## config.mk

```make
export PLATFORM = sky130hd
export DESIGN_NAME = sha_padder
export DESIGN_NICKNAME = d
export VERILOG_FILES = /design/src/rtl/sha_pkg.sv /design/src/rtl/sha_block_buf.sv /design/src/rtl/sha_padder.sv
export SDC_FILE = /design/constraint.sdc
export NUM_CORES = 1
export LEC_CHECK = 0
export BUFFER_PORTS_ARGS = -buffer_cell sky130_fd_sc_hd__clkbuf_2
export CELL_PAD_IN_SITES_DETAIL_PLACEMENT = 2
export CELL_PAD_IN_SITES_GLOBAL_PLACEMENT = 2
export CORE_MARGIN = 3
export CORE_UTILIZATION = 33
export CTS_CLUSTER_SIZE = 8
export DETAILED_ROUTE_END_ITERATION = 10
export GPL_TIMING_DRIVEN = 0
export MAX_ROUTING_LAYER = met4
export PLACE_DENSITY_LB_ADDON = 0.2
export SETUP_SLACK_MARGIN = 0.5
export SLEW_MARGIN = 20
export SYNTH_ARGS = -nofsm -noshare
export SYNTH_HDL_FRONTEND = slang
export SYNTH_HIERARCHICAL = 1
export SYNTH_SLANG_ARGS = --single-unit
```

## constraint.sdc

```tcl
create_clock -name clk -period 3 [get_ports clk]
set_input_delay 0.15 -clock clk [delete_from_list [all_inputs] [get_ports clk]]
set_output_delay 0.15 -clock clk [all_outputs]
set_load 0.005 [all_outputs]
```

## src/rtl/sha_pkg.sv

```systemverilog
// sha_pkg: shared constants and padder state encoding for the SHA-256 front end
package sha_pkg;
    localparam int BLOCK_W     = 512;
    localparam int LEN_FIELD_W = 64;
    localparam logic [7:0] PAD_BYTE = 8'h80;
    localparam int PTR_LEN_POS = 56;
    typedef enum logic [2:0] {ABSORB, PAD80, ZFILL, LEN, EMIT, DONE} pad_state_t;
endpackage

```

## src/rtl/sha_block_buf.sv

```systemverilog
// sha_block_buf: 64-byte block register, byte 0 in the top bits
//   clk, reset    : clock and synchronous active-high reset (clears the block)
//   clr           : clear the whole block
//   we/addr/wdata : write one byte at index addr
//   len_we/len    : write the 64-bit length field into bytes 56..63
//   block         : current block contents
module sha_block_buf
    import sha_pkg::*;
(
    input  logic                   clk,
    input  logic                   reset,
    input  logic                   clr,
    input  logic                   we,
    input  logic [5:0]             addr,
    input  logic [7:0]             wdata,
    input  logic                   len_we,
    input  logic [LEN_FIELD_W-1:0] len,
    output logic [BLOCK_W-1:0]     block
);
    always_ff @(posedge clk)
        if (reset || clr) block <= '0;
        else if (len_we) block[LEN_FIELD_W-1:0] <= len;
        else if (we) block[BLOCK_W-1-8*int'(addr) -: 8] <= wdata;
endmodule

```

## src/rtl/sha_padder.sv

```systemverilog
// sha_padder: byte stream to padded 512-bit SHA-256 blocks
//   clk, reset                  : clock and synchronous active-high reset
//   data, data_valid, data_end  : message bytes and end-of-message strobe
//   delay                       : stall, inputs ignored while high
//   block, block_valid,
//   block_ready, block_last     : block handshake to the compression core
//   len_err                     : sticky length overflow (only with SHA_PADDER_OVF_CHECK_EN)
module sha_padder
    import sha_pkg::*;
#(
    parameter int LEN_W = 64
) (
    input  logic               clk,
    input  logic               reset,
    input  logic [7:0]         data,
    input  logic               data_valid,
    input  logic               data_end,
    output logic               delay,
    output logic [BLOCK_W-1:0] block,
    output logic               block_valid,
    input  logic               block_ready,
    output logic               block_last
`ifdef SHA_PADDER_OVF_CHECK_EN
    ,
    output logic               len_err
`endif
);
    localparam logic [5:0] PTR_MAX  = 6'd63;
    localparam logic [5:0] FILL_END = 6'(PTR_LEN_POS - 1);
    pad_state_t state;
    logic [5:0] ptr;
    logic [LEN_W-1:0] bitlen;
    logic pad_done, last, we, len_we, clr, take;
    logic [7:0] wdata;
    assign take        = state == ABSORB && data_valid && !data_end;
    assign delay       = state != ABSORB;
    assign block_valid = state == EMIT;
    assign block_last  = block_valid && last;
    always_comb begin
        we     = take || state == PAD80 || state == ZFILL;
        wdata  = state == PAD80 ? PAD_BYTE : state == ZFILL ? 8'h00 : data;
        len_we = state == LEN;
        clr    = state == EMIT && block_ready;
    end
    sha_block_buf u_buf (
        .clk    (clk),
        .reset  (reset),
        .clr    (clr),
        .we     (we),
        .addr   (ptr),
        .wdata  (wdata),
        .len_we (len_we),
        .len    (LEN_FIELD_W'(bitlen)),
        .block  (block)
    );
    // Filling stops one byte early (at 55) so LEN follows directly; ptr past 56
    // after the 0x80 never meets 55 and instead runs to 63, spilling into a new block.
    always_ff @(posedge clk) begin
        if (reset) begin
            state    <= ABSORB;
            ptr      <= '0;
            bitlen   <= '0;
            pad_done <= 1'b0;
            last     <= 1'b0;
        end else begin
            case (state)
                ABSORB:
                    if (data_end) state <= PAD80;
                    else if (data_valid) begin
                        ptr    <= ptr + 6'd1;
                        bitlen <= bitlen + LEN_W'(8);
                        if (ptr == PTR_MAX) begin
                            state <= EMIT;
                            last  <= 1'b0;
                        end
                    end
                PAD80: begin
                    ptr      <= ptr + 6'd1;
                    pad_done <= 1'b1;
                    last     <= 1'b0;
                    state    <= ptr == PTR_MAX ? EMIT : ptr == FILL_END ? LEN : ZFILL;
                end
                ZFILL: begin
                    ptr   <= ptr + 6'd1;
                    state <= ptr == PTR_MAX ? EMIT : ptr == FILL_END ? LEN : ZFILL;
                end
                LEN: begin
                    state <= EMIT;
                    last  <= 1'b1;
                end
                EMIT:
                    if (block_ready) begin
                        ptr   <= '0;
                        state <= last ? DONE : pad_done ? ZFILL : ABSORB;
                    end
                DONE:
                    if (!data_end) begin
                        state    <= ABSORB;
                        bitlen   <= '0;
                        pad_done <= 1'b0;
                        last     <= 1'b0;
                    end
                default: state <= ABSORB;
            endcase
        end
    end
`ifdef SHA_PADDER_OVF_CHECK_EN
    // Adding 8 carries out exactly when every bit above bit 2 is already set.
    always_ff @(posedge clk)
        if (reset || (state == DONE && !data_end)) len_err <= 1'b0;
        else if (take && &bitlen[LEN_W-1:3]) len_err <= 1'b1;
`endif
endmodule
```

# After elaboration in Yosys (flattened, before gate mapping)

Index checks and enable logic that the tools add are counted.

Register bits: 587
Memory bits (read-only): 0
Latch bits: 0
Word-level logic and storage cells: 79
Input bits: 13
Output and inout bits: 515
Memories kept: 0
Memory bits (writable): 0

$lt $le $gt $ge: 0
Divide/modulo/power cells: 0
Muxes and demuxes: 29
Bitwise gates (word level): 1
Shift operators: 2
Reduce and logical (&&, ||, !) cells: 22
$add $sub $neg: 4
Equal/unequal tests: 14
$mul: 0

Operators by type and width:

| kind                                                    | number |
|---|---|
| variable shift 8 x 33 -> 519 bit (first input constant) | 1 |
| variable part select 8 x 33 -> 519 bit                  | 1 |
| bitwise mux 512 bit                                     | 1 |
| 2-to-1 mux 64 bit                                       | 5 |
| one-hot mux 64 bit (2 select lines)                     | 1 |
| adder 64 x 4 -> 64 bit (second input constant)          | 1 |
| negation 32 -> 33 bit                                   | 1 |
| 2-to-1 mux 3 bit                                        | 7 |
| 2-to-1 mux 6 bit                                        | 3 |
| one-hot mux 6 bit (3 select lines)                      | 1 |
| 2-to-1 mux 8 bit                                        | 2 |
| one-hot mux 3 bit (5 select lines)                      | 1 |
| == test 6 bit (second input constant)                   | 2 |
| AND reduction 4 bit                                     | 3 |
| subtractor 9 x 9 -> 10 bit (first input constant)       | 1 |
| adder 6 x 1 -> 6 bit (second input constant)            | 1 |
| == test 3 x 2 -> 1 bit (second input constant)          | 2 |
| == test 3 bit (second input constant)                   | 2 |
| != test 2 bit (second input constant)                   | 3 |
| nonzero test 2 bit                                      | 3 |
| nonzero test 3 bit                                      | 2 |
| 2-to-1 mux 1 bit                                        | 5 |
| AND reduction 5 bit                                     | 1 |
| logical AND 1 bit                                       | 4 |
| 14 further kinds                                        | 18 |

# Logic depth before layout (Yosys ltp)

Word-level depth: 7
Depth in mapped cells: 9
Mapped depth without buffers: 6

# By module

The synthesis kept the hierarchy.

By module, submodules not included:

| module        | area each (sq um) | instances | cells each | sequential area each (sq um) |
|---|---|---|---|---|
| sha_block_buf | 19377.3           | 1         | 1874       | 10249.8 |
| sha_padder    | 3749.8            | 1         | 471        | 1441.4 |

# Least setup slack after synthesis

Ideal clock, no wire load.

Path kind: reg2reg
From: reg state[0]
To: reg u_buf.block[40]
Setup slack: 720 ps
Stages on the path, launching flop included: 10
Arrival: 2161 ps
Required time: 2881 ps
Buffers on the path: 4
Setup time: 119 ps
Clock period less this slack: 2280 ps
Path through: dfxtp_1 -> buf_2 -> buf_1 -> nor3_1 -> a211oi_1 -> buf_2 -> nand3b_1 -> clkbuf_1 -> or2_2 -> o221a_2

Elaborated cells on any way between the ends: 18
Those cells by class: eq/ne (4); shift (1); mux (5); reduce/logical (8)

RTL lines:

| element                         | line                | text |
|---|---|---|
| start: declaration              | sha_padder.sv:30    | `pad_state_t state;` |
| start signal: assignment        | sha_padder.sv:81    | `state <= ptr == PTR_MAX ? EMIT : ptr == FILL_END ? LEN : ZFILL;` |
| start signal: assignment        | sha_padder.sv:85    | `state <= ptr == PTR_MAX ? EMIT : ptr == FILL_END ? LEN : ZFILL;` |
| start signal: assignment        | sha_padder.sv:94    | `state <= last ? DONE : pad_done ? ZFILL : ABSORB;` |
| zero test 3 bit                 | sha_padder.sv:35    | `assign take = state == ABSORB && data_valid && !data_end;` |
| logical AND 1 bit (2 in series) | sha_padder.sv:35    |  |
| logical OR 1 bit                | sha_padder.sv:40    | `we = take \|\| state == PAD80 \|\| state == ZFILL;` |
| logical OR 1 bit *              | sha_padder.sv:40    |  |
| via we                          | sha_padder.sv:33    | `logic pad_done, last, we, len_we, clr, take;` |
| nonzero test 2 bit (no line) *  | n/a                 |  |
| end signal: indexed assignment  | sha_block_buf.sv:22 | `else if (len_we) block[LEN_FIELD_W-1:0] <= len;` |
| end signal: indexed assignment  | sha_block_buf.sv:23 | `else if (we) block[BLOCK_W-1-8*int'(addr) -: 8] <= wdata;` |
| end: declaration                | sha_block_buf.sv:18 | `output logic [BLOCK_W-1:0] block` |

The timed path passes the listed nets; every way through them passes the cells marked *. The select of a mux whose other input is x is not followed.
A chain may end at the register's enable or synchronous reset.

# Worst setup path in the final report

From: reg state[0]
To: reg bitlen[57]

Word-level cells in the longest chain between the ends: 3
Elaborated cells on any way between the ends: 8
Those cells by class: eq/ne (4); mux (1); reduce/logical (3)

RTL lines:

| element                                                       | line             | text |
|---|---|---|
| == test 3 bit or zero test 3 bit (tied branches)              | sha_padder.sv:66 | `case (state)` |
| != test 2 bit (no line) or nonzero test 2 bit (tied branches) | n/a              |  |
| AND reduction 4 bit (no line)                                 | n/a              |  |
| end signal: assignment                                        | sha_padder.sv:71 | `bitlen <= bitlen + LEN_W'(8);` |
| end: declaration                                              | sha_padder.sv:32 | `logic [LEN_W-1:0] bitlen;` |

Parallel ways exist; a longest one is shown, timed or not.

==> summary.txt <==
Logic synthesis
  • Mean Syn Cell Area: 9.86 um2
  • Post-synthesis instance area: 23,100 um2
  • Flip-flop and latch count after synthesis: 584
  • Synthesized netlist cell count: 2,345
  • Post-synthesis async set-or-reset flop share: 0%
  • Count of warnings emitted by yosys: 6
  • Share of the yosys chip area belonging to registers: 50.6%
  • Post-synth cell types: between 60 and 70
  • Most used flip-flop cell after synthesis: sky130_fd_sc_hd__dfxtp_1
  • Count of flip-flops with a built-in enable after synthesis: 0

Global routing
  • Number of antenna violations at the first check in global routing: 2
  • Via count of the first global-routing pass: about 22,000
  • Wire length of the first global-routing pass: 146,000 um
  • Total GRT Usage: a little over a quarter
  • Pin count of the biggest net entering global routing: 12
  • Total congestion overflow: 0

Layout
  • Layout-stage area growth over the synthesis result: 28.4%
  • Fillcell total: roughly 7,500
  • Fraction of layout cells with a size suffix above 1: 31.9%
  • Final core utilization: 43.0%
  • Area of the multi-input gates: around 11,000 um2
  • Nets: roughly 3,000
  • FF/Latch Area: 11,700 um2

Outcome
  • Run status: completed

Pwr
  • Peak supply drop: about 410 uV
  • Power density over cell area: about 600 nW/um2
  • PnR Total Power: 17.9 mW
  • Static Leak: between 10 and 15 nW

Floorplanning
  • Die width: 271 um
  • Std-Cell Core Area: 69,100 um2
  • Die Footprint: between 70,000 and 80,000 um2
  • Starting density of the core: 33.5%
  • Height of the chip: 271 um
  • Number of rows created at floorplan: 96
  • Count of pins on the block boundary: 528

Detailed routing
  • Routed via count divided by cell count: 5.14
  • Total wirelength of the detailed-routed design: between 90,000 and 100,000 um
  • Drt initial violations: 1,017
  • Residual antenna-violating net count after detailed routing: 0
  • Number of search-and-repair iterations in the first detailed-routing pass: 5
  • DR vias: ~20,000
  • DRC: 0
  • Average detailed-routed wire length per instance: around 25 um

Worst setup path
  • Required time at the endpoint of the critical path: 3.54 ns
  • Crit path capture type: register
  • Startpoint types: register
  • Max FO, Critical Path: 10
  • Worst r2r src: state[0]
  • Data arrival time at the worst-slack endpoint: 2.95 ns
  • Crit path kind: reg2reg
  • Critical R2R Capture: bitlen[57]
  • Minimum setup slack among reg-to-reg paths: 0.59 ns
  • R2r worst-path depth: 7

Clock tree
  • Clock tree from TritonCTS: yes
  • TritonCTS buffer count: between 80 and 90
  • H-tree levels: 3
  • Clock network latency to the later pin of the worst-skew pair: ~0.62 ns
  • Clock transition time at the flip-flop clock pins of the worst setup and hold paths: 0.05 ns
  • CTS root buffer: sky130_fd_sc_hd__clkbuf_16
  • Clock sink count: 584
  • Clock Path Buffers: 3

Timing
  • Final hold vios: 0
  • Max-slew violation count: 0
  • Post-route fraction of the period consumed by the critical path: 80.3%
  • Relative slew margins: 41.8%
  • Max Clock Skew: 0.0276 ns
  • Accumulated negative setup slack: 0 ns
  • Final Critical Period: 2.41 ns
  • Slew at the pin closest to its max-slew limit: 0.867 ns
  • Achievable frequency: roughly 0.41 GHz
  • Post-route worst setup slack: 0.590 ns
  • Finish-stage setup viols: 0
  • Setup repair after global routing missed its margin: yes

Placed design
  • Port buffer count: 526
  • GP Congestion: 0.848
  • Pre-CTS WS: -0.650 ns
  • Detailed placer's ending HPWL: 73,000 um

Run
  • Number of maximum-capacitance violations: 0

Worst hold path
  • Worst hold start: data_valid
  • Cells on Worst Hold Path: 4
  • Worst hold endpoint: state[1]
  • Hold Path Class: in2reg
layer usage:
metal	global-route usage, %	share of wire (%)	up-vias	wire [um]
li1	-	-	9232	-
met3	4.59	4.6	209	4580
met1	30.8	41	10100	40700
met5	-	0	-	0
met4	12.6	5.1	0	5030
met2	46.4	49	551	49000
per-stage QoR:
step / hold slack [ns] / area, um2 / cells
after floorplan: 0.390 / 23100 / 2347
after global placement: 0.444 / 26900 / 3804
after detailed placement: 0.454 / 26900 / 3804
after CTS: 0.0182 / 29500 / 3900
after global routing: 0.0797 / 29700 / 3905
final: 0.0691 / 29700 / 3905
what timing repair did:
action	4_1_cts	5_1_grt
pin swaps	0	4
setup buffers	1	3
endpoints found under the hold margin	2	0
resized for setup	131	98
cloned	0	1
hold buffers	1	0
setup endpoints to repair	536	405
how the worst max path moves through the flow:
| stage | start | to | slack, ns | depth (start not counted) |
|---|---|---|---|---|
| after CTS | state[2] | u_buf/block[321] | 0.47 | 9 |
| after detailed placement | state[0] | u_buf/block[211] | -0.65 | 9 |
| after global placement | state[0] | u_buf/block[222] | -0.51 | 9 |
| after global routing | bitlen[34] | bitlen[63] | 0.49 | 5 |
| after floorplan | state[0] | u_buf/block[40] | 0.72 | 9 |
| final | state[0] | bitlen[57] | 0.59 | 7 |
flip-flops by register name (all words and copies together) (netlist names):
register and flops:
bitlen 61, pad_done 1, state 3, u_buf/block 512
ptr 6, last 1
cell type report:
type / instances / area share, %
sequential: 584 / 39.4
multi-input combinational: 1512 / 35.8
timing repair buffer: 532 / 9.04
clock buffer: 89 / 7.24
tap: 931 / 3.92
buffer: 174 / 3.38
inverter: 77 / 0.974
clock inverter: 5 / 0.211
antenna: 1 / 0.00843
synth_stat cells, types with 3 or more instances:
| cell | count | area share, % |
|---|---|---|
| sky130_fd_sc_hd__o21ai_0 | 25 | 0.54 |
| sky130_fd_sc_hd__buf_1 | 10 | 0.16 |
| sky130_fd_sc_hd__nand2_1 | 492 | 8.0 |
| sky130_fd_sc_hd__a21o_1 | 3 | 0.097 |
| sky130_fd_sc_hd__nand4_1 | 18 | 0.49 |
| sky130_fd_sc_hd__inv_1 | 77 | 1.2 |
| sky130_fd_sc_hd__nor4b_4 | 3 | 0.31 |
| sky130_fd_sc_hd__buf_2 | 41 | 0.89 |
| sky130_fd_sc_hd__buf_4 | 13 | 0.42 |
| sky130_fd_sc_hd__or4_1 | 11 | 0.36 |
| sky130_fd_sc_hd__nand3b_1 | 3 | 0.097 |
| sky130_fd_sc_hd__nand2b_1 | 6 | 0.16 |
| sky130_fd_sc_hd__or3_1 | 21 | 0.57 |
| sky130_fd_sc_hd__nor2b_1 | 10 | 0.27 |
| sky130_fd_sc_hd__nand2_2 | 47 | 1.3 |
| sky130_fd_sc_hd__o31ai_1 | 9 | 0.29 |
| sky130_fd_sc_hd__a221oi_1 | 3 | 0.11 |
| sky130_fd_sc_hd__buf_6 | 5 | 0.24 |
| sky130_fd_sc_hd__and4b_1 | 5 | 0.22 |
| sky130_fd_sc_hd__and4_1 | 6 | 0.23 |
| sky130_fd_sc_hd__dfxtp_1 | 584 | 51 |
| sky130_fd_sc_hd__a21oi_1 | 101 | 2.2 |
| sky130_fd_sc_hd__nand2_4 | 8 | 0.39 |
| sky130_fd_sc_hd__o41ai_1 | 3 | 0.11 |
| sky130_fd_sc_hd__nand3_1 | 25 | 0.54 |
| sky130_fd_sc_hd__o221a_1 | 3 | 0.15 |
| sky130_fd_sc_hd__and3_1 | 9 | 0.24 |
| sky130_fd_sc_hd__nor4bb_1 | 4 | 0.17 |
| sky130_fd_sc_hd__nor2_1 | 51 | 0.83 |
| sky130_fd_sc_hd__xnor2_1 | 34 | 1.3 |
| sky130_fd_sc_hd__and2_1 | 4 | 0.11 |
| sky130_fd_sc_hd__nor3_1 | 19 | 0.41 |
| sky130_fd_sc_hd__nor4_1 | 13 | 0.35 |
| sky130_fd_sc_hd__or2_2 | 11 | 0.30 |
| sky130_fd_sc_hd__mux2i_1 | 449 | 19 |
| sky130_fd_sc_hd__clkbuf_1 | 105 | 1.7 |
| sky130_fd_sc_hd__and4bb_2 | 5 | 0.27 |
| sky130_fd_sc_hd__nand4b_1 | 3 | 0.11 |
| sky130_fd_sc_hd__o221a_2 | 61 | 3.0 |
| sky130_fd_sc_hd__or2_1 | 8 | 0.22 |
| sky130_fd_sc_hd__o21bai_2 | 5 | 0.24 |
layout by cell type, fill, tap and decap left out, types with 4 or more instances in the layout:
| cell | n |
|---|---|
| sky130_fd_sc_hd__clkbuf_2 | 580 |
| sky130_fd_sc_hd__dfxtp_1 | 578 |
| sky130_fd_sc_hd__nand2_1 | 490 |
| sky130_fd_sc_hd__mux2i_1 | 449 |
| sky130_fd_sc_hd__a21oi_1 | 100 |
| sky130_fd_sc_hd__clkbuf_16 | 84 |
| sky130_fd_sc_hd__inv_1 | 77 |
| sky130_fd_sc_hd__o221a_2 | 61 |
| sky130_fd_sc_hd__nor2_1 | 49 |
| sky130_fd_sc_hd__buf_2 | 39 |
| sky130_fd_sc_hd__nand2_2 | 37 |
| sky130_fd_sc_hd__xnor2_1 | 34 |
| sky130_fd_sc_hd__clkbuf_1 | 32 |
| sky130_fd_sc_hd__o21ai_0 | 24 |
| sky130_fd_sc_hd__nand3_1 | 24 |
| sky130_fd_sc_hd__buf_4 | 23 |
| sky130_fd_sc_hd__clkbuf_4 | 21 |
| sky130_fd_sc_hd__or3_1 | 21 |
| sky130_fd_sc_hd__nand2_4 | 20 |
| sky130_fd_sc_hd__nand4_1 | 18 |
| sky130_fd_sc_hd__nor3_1 | 17 |
| sky130_fd_sc_hd__buf_6 | 11 |
| sky130_fd_sc_hd__nor4_1 | 11 |
| sky130_fd_sc_hd__nor2b_1 | 10 |
| sky130_fd_sc_hd__or4_1 | 10 |
| sky130_fd_sc_hd__or2_4 | 10 |
| sky130_fd_sc_hd__and3_1 | 9 |
| sky130_fd_sc_hd__o31ai_1 | 9 |
| sky130_fd_sc_hd__nand2b_1 | 6 |
| sky130_fd_sc_hd__dfxtp_2 | 6 |
| sky130_fd_sc_hd__or2_2 | 5 |
| sky130_fd_sc_hd__and4bb_2 | 5 |
| sky130_fd_sc_hd__and4b_1 | 5 |
| sky130_fd_sc_hd__or2_1 | 4 |
| sky130_fd_sc_hd__nor4b_4 | 4 |
| sky130_fd_sc_hd__o21bai_2 | 4 |
cell families (layout without fill, tap and decap cells):
family | Yosys count | count (layout) | share of synthesized area (%)
AND/OR/NAND/NOR | 796 | 796 | 16.6
multiplexers | 449 | 449 | 19.4
other | 1 | 4 | 0.0162
XOR/XNOR | 36 | 36 | 1.36
buffers and inverters | 251 | 877 | 4.67
AO/OA/AOI/OAI | 226 | 226 | 7.22
flip-flops | 584 | 584 | 50.6
adder cells (fa/ha/maj) | 2 | 2 | 0.108
power by group:
group          switching [mW]  leakage, nW  total (mW)  internal (mW)
clock network            3.39         1.09        8.39           5.00
registers              0.0596         4.71        7.90           7.84
logic                    1.14         9.19        1.58          0.439
total                    4.59         15.0        17.9           13.3
worst max-delay path: stages (launching register included):
cell and delay, ns:
sky130_fd_sc_hd__dfxtp_1 0.29, sky130_fd_sc_hd__buf_4 0.17, sky130_fd_sc_hd__nor3b_4 0.31, sky130_fd_sc_hd__o211ai_4 0.18
sky130_fd_sc_hd__or4_4 0.58, sky130_fd_sc_hd__buf_6 0.17, sky130_fd_sc_hd__or4_1 0.49, sky130_fd_sc_hd__a21oi_2 0.15
Power figures use the tool's default switching activity.
